==> config.mk <==
export PLATFORM = sky130hd
export DESIGN_NAME = fifo_wr_burst
export DESIGN_NICKNAME = d
export VERILOG_FILES = /design/src/rtl/fifo_wr_burst.sv
export SDC_FILE = /design/constraint.sdc
export NUM_CORES = 1
export LEC_CHECK = 0
export CORE_ASPECT_RATIO = 0.8
export CORE_MARGIN = 2
export CORE_UTILIZATION = 40
export CTS_BUF_LIST = sky130_fd_sc_hd__clkbuf_4
export DETAILED_ROUTE_END_ITERATION = 7
export PLACE_DENSITY = 0.68
export SLEW_MARGIN = 5
export SYNTH_ARGS = -nofsm -noshare
export SYNTH_HDL_FRONTEND = slang
export SYNTH_SLANG_ARGS = --single-unit
==> constraint.sdc <==
create_clock -name wclk -period 2.17 [get_ports wclk]
set_input_delay 0.434 -clock wclk [delete_from_list [all_inputs] [get_ports wclk]]
set_output_delay 0.434 -clock wclk [all_outputs]
set_load 0.05 [all_outputs]
==> src/rtl/fifo_wr_burst.sv <==
`default_nettype none
// ============================================================================
// Module   : fifo_wr_burst
// Brief    : Burst writer for a FIFO write port, incrementing or LFSR data.
// Revision : 1.0
// ============================================================================
module fifo_wr_burst #(
  parameter int                  DATASIZE  = 8,
  parameter int                  LENSIZE   = 8,
  parameter logic [DATASIZE-1:0] LFSR_TAPS = 8'hB8
) (
  input  logic                wclk,
  input  logic                wrst_n,
  input  logic                start,
  input  logic [LENSIZE-1:0]  len,
  input  logic                mode,
  input  logic [DATASIZE-1:0] seed,
  input  logic                abort,
  input  logic                wfull,
  output logic                winc,
  output logic [DATASIZE-1:0] wdata,
  output logic                busy,
  output logic                done,
  output logic                aborted,
  output logic [LENSIZE-1:0]  words_written,
  output logic [LENSIZE-1:0]  stall_cycles
);

  localparam logic [1:0] c_IDLE = 2'd0;
  localparam logic [1:0] c_RUN  = 2'd1;
  localparam logic [1:0] c_DONE = 2'd2;

  localparam logic [DATASIZE-1:0] c_DATA_ONE = DATASIZE'(1);
  localparam logic [LENSIZE-1:0]  c_LEN_ONE  = LENSIZE'(1);

  logic [1:0]          r_state, w_state_nxt;
  logic [LENSIZE-1:0]  r_len, w_len_nxt;
  logic                r_mode, w_mode_nxt;
  logic                r_winc, w_winc_nxt;
  logic [DATASIZE-1:0] r_wdata, w_wdata_nxt;
  logic                r_busy, w_busy_nxt;
  logic                r_done, w_done_nxt;
  logic                r_aborted, w_aborted_nxt;
  logic [LENSIZE-1:0]  r_words, w_words_nxt;
  logic [LENSIZE-1:0]  r_stalls, w_stalls_nxt;

  logic                w_accept;
  logic [LENSIZE-1:0]  w_words_inc;
  logic [DATASIZE-1:0] w_seed_fix;
  logic [DATASIZE-1:0] w_pat_next;

  assign w_accept    = r_winc & ~wfull;
  assign w_words_inc = r_words + c_LEN_ONE;
  // An all-zero LFSR state would lock up, so a zero seed starts at 1 instead.
  assign w_seed_fix  = (mode && (seed == '0)) ? c_DATA_ONE : seed;
  assign w_pat_next  = r_mode ? {r_wdata[DATASIZE-2:0], ^(r_wdata & LFSR_TAPS)}
                              : r_wdata + c_DATA_ONE;

  always_ff @(posedge wclk or negedge wrst_n) begin
    if (!wrst_n) begin
      r_state   <= c_IDLE;
      r_len     <= '0;
      r_mode    <= 1'b0;
      r_winc    <= 1'b0;
      r_wdata   <= '0;
      r_busy    <= 1'b0;
      r_done    <= 1'b0;
      r_aborted <= 1'b0;
      r_words   <= '0;
      r_stalls  <= '0;
    end else begin
      r_state   <= w_state_nxt;
      r_len     <= w_len_nxt;
      r_mode    <= w_mode_nxt;
      r_winc    <= w_winc_nxt;
      r_wdata   <= w_wdata_nxt;
      r_busy    <= w_busy_nxt;
      r_done    <= w_done_nxt;
      r_aborted <= w_aborted_nxt;
      r_words   <= w_words_nxt;
      r_stalls  <= w_stalls_nxt;
    end
  end

  always_comb begin
    w_state_nxt = r_state;
    case (r_state)
      c_IDLE: begin
        if (start) begin
          w_state_nxt = (len != '0) ? c_RUN : c_DONE;
        end
      end
      c_RUN: begin
        if (abort || (w_accept && (w_words_inc == r_len))) begin
          w_state_nxt = c_DONE;
        end
      end
      c_DONE:  w_state_nxt = c_IDLE;
      default: w_state_nxt = c_IDLE;
    endcase
  end

  // Next values of the registered outputs; winc/busy/done follow the next state.
  always_comb begin
    w_len_nxt     = r_len;
    w_mode_nxt    = r_mode;
    w_wdata_nxt   = r_wdata;
    w_aborted_nxt = r_aborted;
    w_words_nxt   = r_words;
    w_stalls_nxt  = r_stalls;
    w_winc_nxt    = (w_state_nxt == c_RUN);
    w_busy_nxt    = (w_state_nxt == c_RUN);
    w_done_nxt    = (w_state_nxt == c_DONE);
    case (r_state)
      c_IDLE: begin
        if (start) begin
          w_len_nxt     = len;
          w_mode_nxt    = mode;
          w_aborted_nxt = 1'b0;
          w_words_nxt   = '0;
          w_stalls_nxt  = '0;
          if (len != '0) begin
            w_wdata_nxt = w_seed_fix;
          end
        end
      end
      c_RUN: begin
        if (w_accept) begin
          w_words_nxt = w_words_inc;
          w_wdata_nxt = w_pat_next;
        end else if (r_winc && wfull && (r_stalls != '1)) begin
          w_stalls_nxt = r_stalls + c_LEN_ONE;
        end
        if (abort) begin
          w_aborted_nxt = 1'b1;
        end
      end
      default: ;
    endcase
  end

  assign winc          = r_winc;
  assign wdata         = r_wdata;
  assign busy          = r_busy;
  assign done          = r_done;
  assign aborted       = r_aborted;
  assign words_written = r_words;
  assign stall_cycles  = r_stalls;

endmodule
`default_nettype wire

==> impl_metrics.yaml, run 1 <==
cts:
  path_clk_slew_ps: 120
  root_buffer: "clkbuf_4"
  cts_max_level: 2
  cts_sinks: 38
  cts_tree: "built"
  numCtsBuffers: 5
  clk_path_buf_depth: 2
  clkLatencyLatePin_ps: 340
  cts-hold-fix-buffers: 0
setup_path:
  criticalPathCategory: "reg2out"
  slowest_delay_ps: 800
  worstPathMaxFanout: 6
  path_depth: 2
  slowest_stage: "clkdlybuf4s50_1"
  ff2ff_setup_slack_ps: 120
  cp-end-kind: "output pin"
  crit_family: "buffers and inverters"
  crit_buf_inv: 2
  ff2ff_path_depth: 6
  arrival_ps: 1670
  worstPathRequired_ps: 1740
  cp_cell_sequence: "buf_4, clkdlybuf4s50_1"
  cp-start-kind: "flop"
synth:
  yosys.area.top_type: "dfrtp_1"
  ys_ff_latch: 38
  syn-instance-count: 249
  avgSynthCellArea_um2: 8.73
  synth_warnings: 0
  ys_seq_area_share_pct: 43.7
  synth_common_cells: "56 x nand2_1, 38 x dfrtp_1, 24 x o21ai_0"
  yosysMostFrequentCell: "nand2_1"
  synth_edf_count: 0
  yosysTopAreaCellShare_pct: 43.7
  syn_area_um2: 2170
  synthesis.nets: 275
  synth_flop_cell: "dfrtp_1"
  ys_types: 45
  async_flop_share_pct: 100
  synthTopCellsByArea: "dfrtp_1 44%, nand2_1 9.7%, o21ai_0 5.5%"
drt:
  firstDrtPassIters: 4
  first_iter_violations: 120
  routedWlPerCell_um: 14.1
  drc: 0
  drtAntennaViolNets: 0
  wl_um: 5230
  via_per_inst: 5.19
  vias: 1927
die:
  die_area_um2: 6050
  start_util_pct: 42.5
  core_um2: 5120
  rows: 23
  io_pins: 50
  die_y_um: 70.0
  die-width_um: 86.4
timing:
  fin_skew_ps: 19.8
  fmax_ghz: 0.476
  whs_ps: 126
  rsz0062_at_grt: "false"
  hold_violations: 0
  post-route-period-util_pct: 96.8
  worstMarginPinSlew_ps: 519
  relSlewSlack_pct: 65.3
  setup_viol: 0
  drv_slew: 0
  min_period_ps: 2100
  finalWorstSetupSlack_ps: 69.5
global_route:
  grt.total_usage_pct: 18.1
  grt_pass1_vias: 1787
  grt.busiest_layer: "met1"
  grt_pass1_wl_um: 8680
  grtUsageMet3_pct: 4.37
  grt_util_met2_pct: 25.0
  gr-total-overflow: 0
  grtUsageMet1_pct: 28.3
  grt_max_degree: 39
  antenna_found_initial: 0
final_layout:
  area.growth.synth_to_final_pct: 33.3
  filler_cell_count: 481
  num-nets-final: 334
  final_util_pct: 56.6
  final_cells: 371
  drive_gt1_share_pct: 12.3
  antenna_cells: 0
placement:
  io_buffers: 49
  hpwlAfterDp_um: 3830
  gp_congestion: 0.854
  dp_cells: 362
  post-place-ws_ps: -101
run:
  drv_cap: 0
power:
  leakage_nw: 1.38
  power_density_nw_per_um2: 1290
  vdd_ir_drop_max_uv: 482
status:
  status: "completed"
hold_path:
  holdCritPathClass: "in2async"
[final timing paths]
kind / to / from
worst max-delay path: words_written[0] / words_written[0]
worst min-delay path: words_written[0] / wrst_n
worst max register to register: busy / words_written[1]
worst min register to register: aborted / aborted
max in group asynchronous: r_len[5] / wrst_n
min in group wclk: aborted / aborted
[per-stage QoR]
| stage | TNS (ps) | area, um^2 | total power [mW] |
|---|---|---|---|
| after global routing | 0 | 2900 | 4.03 |
| after detailed placement | -353 | 2790 | 3.26 |
| after floorplan | 0 | 2180 | 2.60 |
| after global placement | -135 | 2790 | 3.23 |
| after CTS | 0 | 2880 | 3.77 |
| final | 0 | 2900 | 3.75 |
[cells in the final DEF, fill, tap and decap left out, drive strengths merged, types with 5 or more instances in the layout]
cell type and count:
clkdlybuf4s50 41, o21ai 25, dlymetal6s2s 6, nand3 7, buf 15, a21oi 10, and3 5, xor2 10
clkbuf 7, nand2 56, nor2 21, xnor2 11, dfrtp 38
[area by class of cell]
class / instances / area, um^2 / area share [%]
clock buffers: 7 / 52.6 / 1.81
clock inverters: 1 / 30.0 / 1.04
inverters: 3 / 11.3 / 0.389
multi-input cells: 197 / 1170 / 40.3
flip-flops and latches: 38 / 953 / 32.9
well taps: 62 / 77.6 / 2.68
repair buffers: 63 / 604 / 20.9
[cells by family after synthesis]
kind of cell	Yosys count	share of synthesized area, %
and+or+nand+nor	114	25.2
AOI/OAI and AO/OA	54	15.7
DFF	38	43.7
xor gates and xnor gates	21	8.46
buffers and inverters	14	2.76
muxes	4	1.84
adders and majority gates	4	2.30
[state kept, by name, indices dropped and copies added, names as in the netlist]
signal	count
r_len	8
r_mode	1
wdata	8
aborted	1
stall_cycles	8
busy	1
words_written	8
done	1
r_state	2
[routing by layer]
| layer | vias up | share of wire [%] |
|---|---|---|
| met2 | 41 | 44 |
| met3 | 2 | 4.5 |
| li1 | 985 | - |
| met1 | 899 | 51 |
| met5 | - | 0 |
| met4 | 0 | 0.44 |
[report_power, final]
group	total, mW	internal, mW	switching [mW]	leakage [nW]
Combinational	2.02	0.812	1.21	0.843
Sequential	1.23	0.937	0.294	0.491
Clock	0.502	0.270	0.232	0.0463
Total	3.75	2.02	1.73	1.38
[timing repair]
action                     4_1_cts  5_1_grt
setup endpoints to repair        1        9
setup buffers                    0        1
pin swaps                        0        2
resized for setup                1        6
Note: power is estimated with default switching activity, not from simulation.
==> run 2: changes to the inputs <==
--- a/config.mk
+++ b/config.mk
@@ -10,7 +10,7 @@
 export CORE_UTILIZATION = 40
 export CTS_BUF_LIST = sky130_fd_sc_hd__clkbuf_4
 export DETAILED_ROUTE_END_ITERATION = 7
-export PLACE_DENSITY = 0.68
+export PLACE_DENSITY = 0.65
 export SLEW_MARGIN = 5
 export SYNTH_ARGS = -nofsm -noshare
 export SYNTH_HDL_FRONTEND = slang
==> constraint.sdc (replaced) <==
create_clock -name wclk -period 2.1 [get_ports wclk]
set_input_delay 0.42 -clock wclk [delete_from_list [all_inputs] [get_ports wclk]]
set_output_delay 0.42 -clock wclk [all_outputs]
set_load 0.05 [all_outputs]
==> impl_metrics.yaml, run 2 (synthesized netlist as in run 1, its figures left out) <==
power:
  p_sw_share_pct: 47.9
  power.total_mw: 3.77
  p_clk_share_pct: 9.8
  leakage_nw: 1.45
  p_int_mw: 1.96
  vdd_ir_drop_max_uv: 454
  combinationalPowerShare_pct: 56.2
  seqPwrFrac_pct: 34.1
  power_density_nw_per_um2: 1290
  p_switching_mw: 1.81
setup_path:
  ff2ff_setup_slack_ps: 110
  crit_family: "buffers and inverters"
  arrival_ps: 1620
  crit_buf_inv: 1
  path_depth: 1
  slowest_delay_ps: 830
  slowest_stage: "clkdlybuf4s50_1"
  worstPathRequired_ps: 1680
  cp_cell_sequence: "clkdlybuf4s50_1"
  worstPathMaxFanout: 6
  ff2ff_path_depth: 6
  cp-start-kind: "flop"
  cp-end-kind: "output pin"
  criticalPathCategory: "reg2out"
global_route:
  grt_max_degree: 21
  grt_pass1_vias: 1868
  antenna_found_initial: 0
  grt.total_usage_pct: 18.7
  grt_pass1_wl_um: 8980
  gr-total-overflow: 0
cts:
  path_clk_slew_ps: 120
  cts_max_level: 2
  cts_sinks: 38
  cts_tree: "built"
  clkLatencyLatePin_ps: 350
  clk_path_buf_depth: 2
  root_buffer: "clkbuf_4"
  numCtsBuffers: 5
final_layout:
  register_area_um2: 953
  multiInputGateArea_um2: 1190
  final_cells: 375
  layout_common_cells: "56 x nand2_1, 36 x dfrtp_1, 33 x clkdlybuf4s50_1"
  filler_cell_count: 490
  num-nets-final: 339
  final_util_pct: 57.1
  final_area_um2: 2930
  area.growth.synth_to_final_pct: 34.6
  drive_gt1_share_pct: 13.7
  final_common_cell: "nand2_1"
  antenna_cells: 0
run:
  drv_cap: 0
drt:
  first_iter_violations: 100
  drtAntennaViolNets: 0
  vias: 1960
  routedWlPerCell_um: 14.3
  firstDrtPassIters: 5
  wl_um: 5360
  drc: 0
  via_per_inst: 5.23
die:
  rows: 23
  core_um2: 5120
  die-width_um: 86.4
  io_pins: 50
  start_util_pct: 42.5
  die_area_um2: 6050
  die_y_um: 70.0
timing:
  relSlewSlack_pct: 65.3
  setup_viol: 0
  min_period_ps: 2040
  drv_slew: 0
  finalWorstSetupSlack_ps: 61.7
  fin_skew_ps: 10.8
  rsz0062_at_grt: "false"
  worstMarginPinSlew_ps: 519
  post-route-period-util_pct: 97.1
  hold_violations: 0
  fmax_ghz: 0.491
placement:
  dp_cells: 366
  io_buffers: 49
  gp_congestion: 0.878
  place_area_um2: 2840
  hpwlAfterDp_um: 4100
  post-place-ws_ps: -137
status:
  status: "completed"
hold_path:
  holdCritPathClass: "in2async"
==> run 2: path summary, 6_finish.rpt <==
| check | startpoint | end |
|---|---|---|
| setup / recovery | wdata[1] | wdata[1] |
| hold / removal | wrst_n | r_len[2] |
| setup reg to reg | words_written[0] | r_state[0] |
| hold reg to reg | aborted | aborted |
| max in group asynchronous | wrst_n | wdata[1] |
| min in group wclk | aborted | aborted |
==> run 2: layout make-up <==
cell class,instances,area share [%]
Clock buffer,6,1.54
Sequential cell,38,32.6
Clock inverter,1,0.128
Timing Repair Buffer,68,22.0
Tap cell,62,2.65
Multi-Input combinational cell,197,40.7
Inverter,3,0.385
==> run 2: power by group through the flow <==
stage	Clock [mW]	Combinational, mW	Sequential, mW
floorplan	0	1.06	1.66
global placement	0	2.10	1.29
detailed placement	0	2.12	1.30
CTS	0.382	2.12	1.29
global route	0.415	2.32	1.33
finish	0.368	2.12	1.28
==> run 2: repair_timing <==
action	in CTS	in global routing
pin swaps	0	1
setup buffers	0	1
gates resized for setup	4	9
endpoints found under the setup margin	4	10
hold buffers	1	0
hold endpoints to repair	7	0
==> run 2: per-layer routing <==
metal / vias to the layer above / part of all wire, % / GRT usage, % / wire, um
met5: - / 0 / 0 / 0
met4: 0 / 1.1 / 5.90 / 60
met3: 6 / 3.3 / 3.90 / 178
met2: 32 / 44 / 27.4 / 2360
met1: 931 / 52 / 27.6 / 2760
li1: 991 / - / - / -
==> run 2: metrics by stage <==
| stage | TNS [ps] | hold slack [ps] |
|---|---|---|
| after global routing | 0 | 436 |
| after CTS | 0 | 420 |
| after floorplan | 0 | 124 |
| final | 0 | 432 |
| after global placement | -369 | 279 |
| after detailed placement | -458 | 281 |
==> run 3: changes to the inputs <==
--- a/config.mk
+++ b/config.mk
@@ -11,6 +11,7 @@
 export CTS_BUF_LIST = sky130_fd_sc_hd__clkbuf_4
 export DETAILED_ROUTE_END_ITERATION = 7
 export PLACE_DENSITY = 0.65
+export SKIP_CTS_REPAIR_TIMING = 1
 export SLEW_MARGIN = 5
 export SYNTH_ARGS = -nofsm -noshare
 export SYNTH_HDL_FRONTEND = slang
==> impl_metrics.yaml, run 3 (synthesized netlist as in run 1, its figures left out) <==
power:
  leakage_nw: 1.50
  p_sw_share_pct: 47.8
  combinationalPowerShare_pct: 56.3
  p_switching_mw: 1.81
  vdd_ir_drop_max_uv: 503
  p_int_mw: 1.97
  seqPwrFrac_pct: 34.0
  p_clk_share_pct: 9.7
  power_density_nw_per_um2: 1280
final_layout:
  final_util_pct: 57.4
  filler_cell_count: 486
  drive_gt1_share_pct: 13.7
  final_common_cell: "nand2_1"
  register_area_um2: 953
  multiInputGateArea_um2: 1190
  layout_common_cells: "56 x nand2_1, 36 x dfrtp_1, 33 x clkdlybuf4s50_1"
  area.growth.synth_to_final_pct: 35.3
  antenna_cells: 0
  final_area_um2: 2940
  final_cells: 375
  num-nets-final: 339
placement:
  place_area_um2: 2840
  io_buffers: 49
  hpwlAfterDp_um: 4100
  dp_cells: 366
  post-place-ws_ps: -137
  gp_congestion: 0.878
die:
  die-width_um: 86.4
  die_y_um: 70.0
  io_pins: 50
  start_util_pct: 42.5
  core_um2: 5120
  rows: 23
  die_area_um2: 6050
global_route:
  grt_max_degree: 21
  grt_pass1_wl_um: 8930
  grt.total_usage_pct: 18.6
  grt_pass1_vias: 1860
  gr-total-overflow: 0
  antenna_found_initial: 0
hold_path:
  holdCritPathClass: "in2async"
setup_path:
  crit_buf_inv: 1
  cp-start-kind: "flop"
  criticalPathCategory: "reg2out"
  slowest_delay_ps: 830
  cp_cell_sequence: "clkdlybuf4s50_1"
  arrival_ps: 1620
  ff2ff_setup_slack_ps: 120
  cp-end-kind: "output pin"
  worstPathRequired_ps: 1680
  slowest_stage: "clkdlybuf4s50_1"
  crit_family: "buffers and inverters"
  worstPathMaxFanout: 6
cts:
  cts_tree: "built"
  clk_path_buf_depth: 2
  cts_sinks: 38
  root_buffer: "clkbuf_4"
  path_clk_slew_ps: 110
  cts_max_level: 2
  numCtsBuffers: 5
  clkLatencyLatePin_ps: 340
timing:
  min_period_ps: 2040
  relSlewSlack_pct: 65.3
  worstMarginPinSlew_ps: 519
  post-route-period-util_pct: 97.1
  fmax_ghz: 0.490
  fin_skew_ps: 9.66
  setup_viol: 0
  hold_violations: 0
  drv_slew: 0
  rsz0062_at_grt: "false"
  finalWorstSetupSlack_ps: 60.1
  setup_tns_ps: 0
drt:
  drtAntennaViolNets: 0
  firstDrtPassIters: 4
  vias: 1980
  wl_um: 5360
  via_per_inst: 5.28
  drc: 0
  first_iter_violations: 83
  routedWlPerCell_um: 14.3
run:
  drv_cap: 0
status:
  status: "completed"
-- run 3: worst register-to-register path, cell delays in order (launching register included) --
cell and delay (ps):
dfrtp_2 450, ha_4 250, xor2_1 160, a211oi_1 170, o211ai_1 120, or4_4 520
a21o_2 200
-- run 3: path summary, 6_finish.rpt --
check                                  from  cells after the start          to
max in group asynchronous            wrst_n                      3    wdata[1]
min in group wclk                   aborted                      2     aborted
min reg2reg                         aborted                      2     aborted
max                                wdata[1]                      1    wdata[1]
min                                  wrst_n                      2    r_len[2]
max reg2reg                words_written[0]                      6  r_state[0]
-- run 3: per-stage QoR --
| stage | power, mW | hold slack [ps] |
|---|---|---|
| after floorplan | 2.72 | 124 |
| after global placement | 3.39 | 279 |
| after detailed placement | 3.42 | 281 |
| after CTS | 3.80 | -115 |
| after global routing | 4.07 | 436 |
| final | 3.78 | 435 |
-- run 3: power groups by stage --
stage | clock [mW] | sequential [mW] | combinational [mW]
after detailed placement | 0 | 1.30 | 2.12
final | 0.368 | 1.28 | 2.13
after floorplan | 0 | 1.66 | 1.06
after global routing | 0.415 | 1.33 | 2.33
after CTS | 0.382 | 1.29 | 2.13
after global placement | 0 | 1.29 | 2.10
-- run 3: routing by layer --
metal | share of wire, % | wire [um] | vias up | global-route usage, %
met5 | 0 | 0 | - | 0
met1 | 51 | 2750 | 943 | 27.5
met2 | 43 | 2320 | 37 | 27.2
met4 | 1.2 | 64 | 0 | 5.90
met3 | 4.1 | 217 | 7 | 3.90
li1 | - | - | 993 | -
-- run 3: area by class of cell --
type,instances,area share [%]
inverters,3,0.383
multi-input cells,197,40.5
clock inverters,1,0.128
well taps,62,2.64
clock buffers,6,1.53
repair buffers,68,22.4
flip-flops and latches,38,32.4
